`config.mk`:
```
export PLATFORM = sky130hd
export DESIGN_NAME = sweep_learn_ctrl
export DESIGN_NICKNAME = d
export VERILOG_FILES = /design/src/rtl/sweep_learn_ctrl.sv
export SDC_FILE = /design/constraint.sdc
export NUM_CORES = 1
export LEC_CHECK = 0
export ABC_AREA = 0
export CAP_MARGIN = 0
export CORE_MARGIN = 3
export CORE_UTILIZATION = 45
export CTS_CLUSTER_SIZE = 24
export DETAILED_ROUTE_END_ITERATION = 8
export PLACE_DENSITY = 0.75
export SKIP_LAST_GASP = 1
export SYNTH_ARGS = -nofsm -noshare
export SYNTH_HDL_FRONTEND = slang
export SYNTH_SLANG_ARGS = --single-unit
```
`constraint.sdc`:
```
create_clock -name clk_50m -period 5.6 [get_ports clk_50m]
set_input_delay 1.68 -clock clk_50m [delete_from_list [all_inputs] [get_ports clk_50m]]
set_output_delay 1.68 -clock clk_50m [all_outputs]
set_load 0.005 [all_outputs]
```
`src/rtl/sweep_learn_ctrl.sv`:
```
// Frequency-response learning sweep sequencer: steps the DDS controller through
// NUM_STEPS codes, measures ADC peak-to-peak per step and writes it to the response RAM.
module sweep_learn_ctrl #(
  parameter int SETTLE_CYC = 50000,
  parameter int MEAS_CYC   = 500000,
  parameter int NUM_STEPS  = 97,
  parameter int DW         = 10,
  parameter int AW         = 7
) (
  input  logic                 clk_50m,
  input  logic                 rst_n,
  input  logic                 start,
  input  logic                 abort,
  input  logic                 adc_valid,
  input  logic signed [DW-1:0] adc_data,
  output logic                 learn_en,
  output logic                 next_freq,
  output logic                 wr_en,
  output logic [AW-1:0]        wr_addr,
  output logic [DW:0]          wr_data,
  output logic                 busy,
  output logic                 done
);

  localparam int PULSE_CYC = 4;
  localparam int MAX_A     = (SETTLE_CYC > MEAS_CYC) ? SETTLE_CYC : MEAS_CYC;
  localparam int MAX_CNT   = (MAX_A > PULSE_CYC) ? MAX_A : PULSE_CYC;
  localparam int CW        = $clog2(MAX_CNT);

  localparam logic [CW-1:0] SETTLE_LAST = CW'(SETTLE_CYC - 1);
  localparam logic [CW-1:0] MEAS_LAST   = CW'(MEAS_CYC - 1);
  localparam logic [CW-1:0] PULSE_LAST  = CW'(PULSE_CYC - 1);
  localparam logic [AW-1:0] STEP_LAST   = AW'(NUM_STEPS - 1);

  // Extremes are seeded opposite so the first valid sample wins both compares.
  localparam logic signed [DW-1:0] MAX_SEED = {1'b1, {(DW-1){1'b0}}};
  localparam logic signed [DW-1:0] MIN_SEED = {1'b0, {(DW-1){1'b1}}};

  typedef enum logic [2:0] {
    IDLE,
    SETTLE,
    MEAS,
    WRITE,
    STEP,
    FINISH
  } state_t;

  state_t                state;
  logic [CW-1:0]         cnt;
  logic [AW-1:0]         step_idx;
  logic signed [DW-1:0]  max_r, min_r;
  logic                  seen_r;

  logic signed [DW-1:0]  max_nxt, min_nxt;
  logic                  seen_nxt;
  logic [DW:0]           p2p;

  // NOTE: every always_comb output gets a default first so no path can infer a latch.
  always_comb begin
    max_nxt  = max_r;
    min_nxt  = min_r;
    seen_nxt = seen_r;
    if (adc_valid) begin
      if (adc_data > max_r) max_nxt = adc_data;
      if (adc_data < min_r) min_nxt = adc_data;
      seen_nxt = 1'b1;
    end
    // One extra bit keeps full-scale swings (max - min up to 2^DW - 1) from wrapping.
    p2p = {max_nxt[DW-1], max_nxt} - {min_nxt[DW-1], min_nxt};
  end

  // NOTE: sequential state uses non-blocking assignments so every register sees pre-edge values.
  always_ff @(posedge clk_50m or negedge rst_n) begin
    if (!rst_n) begin
      state     <= IDLE;
      cnt       <= '0;
      step_idx  <= '0;
      max_r     <= '0;
      min_r     <= '0;
      seen_r    <= 1'b0;
      learn_en  <= 1'b0;
      next_freq <= 1'b0;
      wr_en     <= 1'b0;
      wr_addr   <= '0;
      wr_data   <= '0;
      busy      <= 1'b0;
      done      <= 1'b0;
    end else if (abort && state != IDLE) begin
      state     <= IDLE;
      cnt       <= '0;
      step_idx  <= '0;
      learn_en  <= 1'b0;
      next_freq <= 1'b0;
      wr_en     <= 1'b0;
      busy      <= 1'b0;
      done      <= 1'b0;
    end else begin
      wr_en <= 1'b0;
      case (state)
        IDLE: begin
          if (start && !abort) begin
            state    <= SETTLE;
            cnt      <= '0;
            step_idx <= '0;
            learn_en <= 1'b1;
            busy     <= 1'b1;
          end
        end
        SETTLE: begin
          if (cnt == SETTLE_LAST) begin
            state  <= MEAS;
            cnt    <= '0;
            max_r  <= MAX_SEED;
            min_r  <= MIN_SEED;
            seen_r <= 1'b0;
          end else begin
            cnt <= cnt + CW'(1);
          end
        end
        MEAS: begin
          max_r  <= max_nxt;
          min_r  <= min_nxt;
          seen_r <= seen_nxt;
          if (cnt == MEAS_LAST) begin
            // Result includes the sample arriving on the final window cycle.
            state   <= WRITE;
            cnt     <= '0;
            wr_en   <= 1'b1;
            wr_addr <= step_idx;
            wr_data <= seen_nxt ? p2p : '0;
          end else begin
            cnt <= cnt + CW'(1);
          end
        end
        WRITE: begin
          cnt <= '0;
          if (step_idx == STEP_LAST) begin
            state <= FINISH;
            done  <= 1'b1;
          end else begin
            state     <= STEP;
            next_freq <= 1'b1;
          end
        end
        STEP: begin
          if (cnt == PULSE_LAST) begin
            state     <= SETTLE;
            cnt       <= '0;
            next_freq <= 1'b0;
            step_idx  <= step_idx + AW'(1);
          end else begin
            cnt <= cnt + CW'(1);
          end
        end
        FINISH: begin
          state    <= IDLE;
          done     <= 1'b0;
          learn_en <= 1'b0;
          busy     <= 1'b0;
        end
        default: begin
          state    <= IDLE;
          learn_en <= 1'b0;
          busy     <= 1'b0;
        end
      endcase
    end
  end

endmodule
```
==> results of run 1 <==
-- through the flow --
stage               utilization  total power, mW
floorplan                     -            0.693
global placement          0.538            0.761
detailed placement        0.538            0.767
CTS                       0.564             1.27
global route              0.566             1.32
finish                    0.566             1.27
-- worst reg2reg max path, stage by stage, from the launching register on --
cell and delay (ns):
dfrtp_1 0.37, inv_1 0.06, ha_1 0.29, a21o_1 0.18, a2111oi_0 0.39, buf_4 0.18
o2111ai_1 0.13, nand4_1 0.23, mux2_2 0.41, fa_1 0.46, a21o_1 0.22, a211oi_1 0.23
nor2_1 0.09, o41a_1 0.35, a211o_1 0.30, nand3_1 0.07
-- metal layers --
| metal | track usage | up-vias | share of wire |
|---|---|---|---|
| li1 | - | 1845 | - |
| met1 | 0.255 | 1818 | 0.47 |
| met2 | 0.311 | 101 | 0.47 |
| met3 | 0.0367 | 15 | 0.048 |
| met4 | 0.0527 | 0 | 0.012 |
| met5 | 0 | - | 0 |
-- where the power goes --
| part | total [mW] | switching (mW) | leakage (nW) | internal, mW |
|---|---|---|---|---|
| Combinational | 0.212 | 0.112 | 1.32 | 0.0992 |
| Clock | 0.505 | 0.197 | 0.124 | 0.308 |
| Sequential | 0.549 | 0.0166 | 0.986 | 0.533 |
-- cells in the final DEF, fill, tap and decap left out, drive strengths merged, types with 4 or more instances in the layout --
cell type	count
and3	6
dfrtp	72
xor2	11
inv	34
nand2	54
o22a	9
clkdlybuf4s50	36
o21ai	34
nor3	9
nand3	15
mux2i	8
xnor2	11
ha	32
nor2	42
a31oi	5
and2	4
a21oi	23
nor2b	8
or3	6
a21o	7
mux2	9
nand4	6
a22o	13
o31ai	6
or4	4
buf	24
clkbuf	11
-- worst min path at each step --
stage                                 start                      end  slack [ns]
floorplan           step_idx[6]$_DFFE_PN0P_  step_idx[6]$_DFFE_PN0P_        0.46
global placement     wr_addr[3]$_DFFE_PN0P_   wr_addr[3]$_DFFE_PN0P_        0.45
detailed placement   wr_addr[3]$_DFFE_PN0P_   wr_addr[3]$_DFFE_PN0P_        0.45
CTS                  wr_addr[3]$_DFFE_PN0P_   wr_addr[3]$_DFFE_PN0P_        0.47
global route         wr_addr[4]$_DFFE_PN0P_   wr_addr[4]$_DFFE_PN0P_        0.50
finish               wr_addr[3]$_DFFE_PN0P_   wr_addr[3]$_DFFE_PN0P_        0.47
-- logic make-up (layout without fill, tap and decap cells) --
logic type | count (synthesis) | after routing | synth area share
buffers and inverters | 50 | 110 | 0.0477
XOR/XNOR | 22 | 22 | 0.0429
AO/OA/AOI/OAI | 117 | 117 | 0.173
adder cells (fa/ha/maj) | 33 | 33 | 0.0937
AND/OR/NAND/NOR | 175 | 175 | 0.201
flip-flops | 72 | 72 | 0.402
multiplexers | 17 | 17 | 0.0404
-- final cells by class --
cell class	instances	area, um2
fill	884	4110
multi-input combinational	364	2480
sequential	72	1800
timing repair buffer	60	538
tap	129	161
clock buffer	11	141
inverter	34	128
clock inverter	5	104
-- registers in the layout, summed over array words and instances, names as in the netlist --
register and count:
seen_r 1, max_r 10, next_freq 1, min_r 10, done 1, wr_en 1, wr_addr 7, cnt 19
state 3, step_idx 7, wr_data 11, busy 1
-- repair_timing --
| action | CTS | global route |
|---|---|---|
| resized for setup | 0 | 2 |
| buffers inserted | 0 | 1 |
| setup endpoints to repair | 0 | 3 |
==> results.toml, run 1 <==
[critical_path]
crit_path_frequent_cell = "a21o_1"
crit_type = "in2reg"
critPathTopFamily = "compound AO/OA/AOI/OAI gates"
endpoint_kind = "register"
worstPathArrival_ns = 5.69
setup.worst_path.end = "wr_data[10]$_DFFE_PN0P_"
cp_cell_sequence = "clkdlybuf4s50_1, ha_1, a21o_1, a2111oi_0, buf_4, o2111ai_1, nand4_1, mux2_2, fa_1, a21o_1, a211oi_1, nor2_1, o41a_1, a211o_1, nand3_1"
cp_slowest_stage_delay_ns = 0.46
crit_buf_inv = 2
r2r-start = "max_r[7]$_DFFE_PN0P_"
worstPathMaxFanout = 4
worst_path_max_delay_cell = "fa_1"
worst-path-stages = 15
r2r_cells = 15
crit_start = "adc_data[7]"
critical_path_required_ns = 5.88
r2r-end = "wr_data[10]$_DFFE_PN0P_"
rrSetupSlack_ns = 1.57
startpoint_type = "input pin"

[clock_network]
insertion_delay_ns = 0.35
postCtsHoldBufs = 0
numCtsBuffers = 9
tritoncts = "built"
cts_root_buffer = "clkbuf_8"
htreeDepth = 3
clk_pin_slew_ns = 0.07
cts.sink_count = 72
clockBufferDepth = 2

[die]
core_area_um2 = 9460
initial_utilization = 0.474
die-area_um2 = 11200
die-width_um = 106
row_count = 35
die_y_um = 106
io_pins = 38

[final_layout]
instances_no_fill = 675
drive_above_1_share = 0.108
design_area_um2 = 5350
area_growth_pct = 19.3
n_antenna_cell = 0
layout.nets = 589

[sta]
clock.fmax_mhz = 185
min_period_ns = 5.41
fin_hold_ws_ns = 0.469
hold_viol = 0
relSlewSlack = 0.359
timing.final.crit_share = 0.966
layout_setup_ws_ns = 0.191
fin_setup_tns_ns = 0
clock_skew_ns = 0.0110
setup_viol = 0
worst_pin_slew_ns = 0.952
slew_violations = 0
rsz0062_at_grt = "no"

[synthesis]
ys_types = 61
yosysTopAreaCell = "dfrtp_1"
avgSynthCellArea_um2 = 9.23
ys_seq_elements = 72
yosys-top-cells-count = "dfrtp_1, nand2_1, nor2_1"
syn-num-nets = 534
yosysSeqAreaShare = 0.402
synth.cell_area_um2 = 4490
synth_flop_cell = "dfrtp_1"
synth_cells = 486
synth_top_area_share = 0.402
synth_edf_count = 0
synth.most_common_cell = "dfrtp_1"
yosysWarningCount = 0
synthArstFlopShare = 1.00
synthTopCellsByArea = "dfrtp_1, ha_1, nand2_1"

[power_and_ir_drop]
ir_drop_v = 0.0000961
power_leakage_nw = 2.43
power_density_nw_per_um2 = 237

[global_route]
grt_pass1_vias = 3792
grt_use_total = 0.189
grt_antenna_before_repair = 0
grt_pass1_wl_mm = 17.7
grt_max_degree = 40
overflow = 0

[run_status]
status = "finished clean"

[drt]
via_per_inst = 5.60
drc_errors = 0
drt_iter0_drc = 210
dr.pass1.iters = 5
drtAntennaViolNets = 0
wl_per_cell_um = 15.1
wl_mm = 10.2
routed-via-count = 3779

[min_path]
worstHoldPathCells = 2
min_path_type = "reg2reg"

[place]
place_hpwl_mm = 7.64
portBuffers = 37
place_inst = 658
place_congestion = 0.862
dpl-instance-area_um2 = 5090
dp_slack_ns = -0.150

[flow_run]
maxCapViolations = 0
Power figures use the tool's default switching activity.
==> run 2, diff against run 1 <==
Settings changed: CORE_ASPECT_RATIO set to 0.8, CTS_CLUSTER_DIAMETER set to 80.
==> results.toml, run 2 (synthesis gave the netlist of run 1 again) <==
[global_route]
grt_max_degree = 38
overflow = 0
grt_use_total = 0.198
grt_pass1_wl_mm = 17.9
grt_pass1_vias = 3726
grt_antenna_before_repair = 0

[final_layout]
drive_above_1_share = 0.110
area_growth_pct = 20.6
design_area_um2 = 5410
final_core_util = 0.577
layout_commonest_cell = "dfrtp_1"
final_cell_mix = "dfrtp_1, nand2_1, nor2_1"
n_antenna_cell = 0
regMostFlops = "cnt"
largest_reg_flops = 19
instances_no_fill = 677
top_regs = "cnt: 19 flops, wr_data: 11 flops"
layout.nets = 589

[drt]
wl_mm = 10.5
dr.max_layer_used = "met4"
wl_per_cell_um = 15.5
drtAntennaViolNets = 0
routed-via-count = 3815
dr_wl_met3_um = 657
dr.pass1.iters = 4
route.met2.wl_mm = 4.58
drc_errors = 0
met1Wirelength_mm = 5.18
drt_iter0_drc = 349
via_per_inst = 5.64

[sta]
clock.fmax_mhz = 183
hold_viol = 0
relSlewSlack = 0.409
layout_setup_ws_ns = 0.148
setup_viol = 0
slew_violations = 0
min_period_ns = 5.45
worst_pin_slew_ns = 0.886
timing.final.crit_share = 0.974
clock_skew_ns = 0.00758

[place]
dpl-instance-area_um2 = 5100
portBuffers = 37
place_inst = 661
place_hpwl_mm = 7.81
dp_slack_ns = -0.183
place_congestion = 0.866

[die]
row_count = 31
initial_utilization = 0.478
core_area_um2 = 9390
die-area_um2 = 11200
io_pins = 38
die-width_um = 118
die_y_um = 95.3

[clock_network]
insertion_delay_ns = 0.34
htreeDepth = 3
tritoncts = "built"
clk_pin_slew_ns = 0.06
postCtsHoldBufs = 0
numCtsBuffers = 9
clockBufferDepth = 2
cts_root_buffer = "clkbuf_16"
cts.sink_count = 72

[min_path]
min_path_type = "reg2reg"

[critical_path]
worstPathMaxFanout = 4
startpoint_type = "input pin"
worstPathArrival_ns = 5.72
crit_type = "in2reg"
endpoint_kind = "register"
critical_path_required_ns = 5.87

[power_and_ir_drop]
power_leakage_nw = 2.44
p_total_mw = 1.34
ir_drop_v = 0.000140
power_density_nw_per_um2 = 248

[flow_run]
maxCapViolations = 0

[run_status]
status = "finished clean"
run 2: power breakdown:
group	internal (mW)	leakage (nW)	total [mW]	switching, mW
logic	0.100	1.32	0.216	0.116
registers	0.534	0.986	0.551	0.0173
clock network	0.353	0.137	0.576	0.222
total	0.987	2.44	1.34	0.356
run 2: repair_timing:
| action | CTS | global route |
|---|---|---|
| endpoints found under the setup margin | 0 | 2 |
| gates resized for setup | 0 | 4 |
| setup buffers | 0 | 1 |
run 2: cell type report:
| type | count | area, um2 |
|---|---|---|
| fillers | 829 | 3970 |
| multi-input cells | 364 | 2480 |
| flip-flops and latches | 72 | 1800 |
| repair buffers | 60 | 538 |
| clock buffers | 10 | 239 |
| well taps | 132 | 165 |
| inverters | 34 | 128 |
| clock inverters | 5 | 57.6 |
run 2: routing by layer:
layer,vias up,track usage
met5,-,0
met4,0,0.0527
met3,8,0.0522
met2,108,0.308
met1,1847,0.275
li1,1852,-
run 2: worst paths after layout:
kind | startpoint | endpoint | slack [ns] | cells after the start
worst max-delay path | adc_data[7] | wr_data[10]$_DFFE_PN0P_ | 0.15 | 15
worst max register to register | max_r[7]$_DFFE_PN0P_ | wr_data[10]$_DFFE_PN0P_ | 1.55 | 15
worst min register to register | wr_addr[5]$_DFFE_PN0P_ | wr_addr[5]$_DFFE_PN0P_ | 0.47 | 2
min in group asynchronous | rst_n | step_idx[6]$_DFFE_PN0P_ | 1.43 | 1
max in group asynchronous | rst_n | max_r[9]$_DFFE_PN0P_ | 3.19 | 2
worst min-delay path | wr_addr[5]$_DFFE_PN0P_ | wr_addr[5]$_DFFE_PN0P_ | 0.47 | 2
run 2: metrics by stage:
step / setup TNS, ns / hold slack (ns)
2_1_floorplan: 0 / 0.458
3_3_place_gp: -0.111 / 0.450
3_5_place_dp: -0.344 / 0.467
4_1_cts: 0 / 0.480
5_1_grt: -0.0297 / 0.505
6_report: 0 / 0.472
run 2: critical path, cell delays in order:
cell and delay, ns:
clkdlybuf4s50_1 0.44, ha_1 0.33, a21o_1 0.20, a2111oi_2 0.38
buf_4 0.17, o2111ai_1 0.12, nand4_1 0.24, mux2_2 0.41
fa_1 0.47, a21o_1 0.23, a211oi_2 0.22, nor2_1 0.09
o41a_1 0.35, a211o_1 0.30, nand3_1 0.08
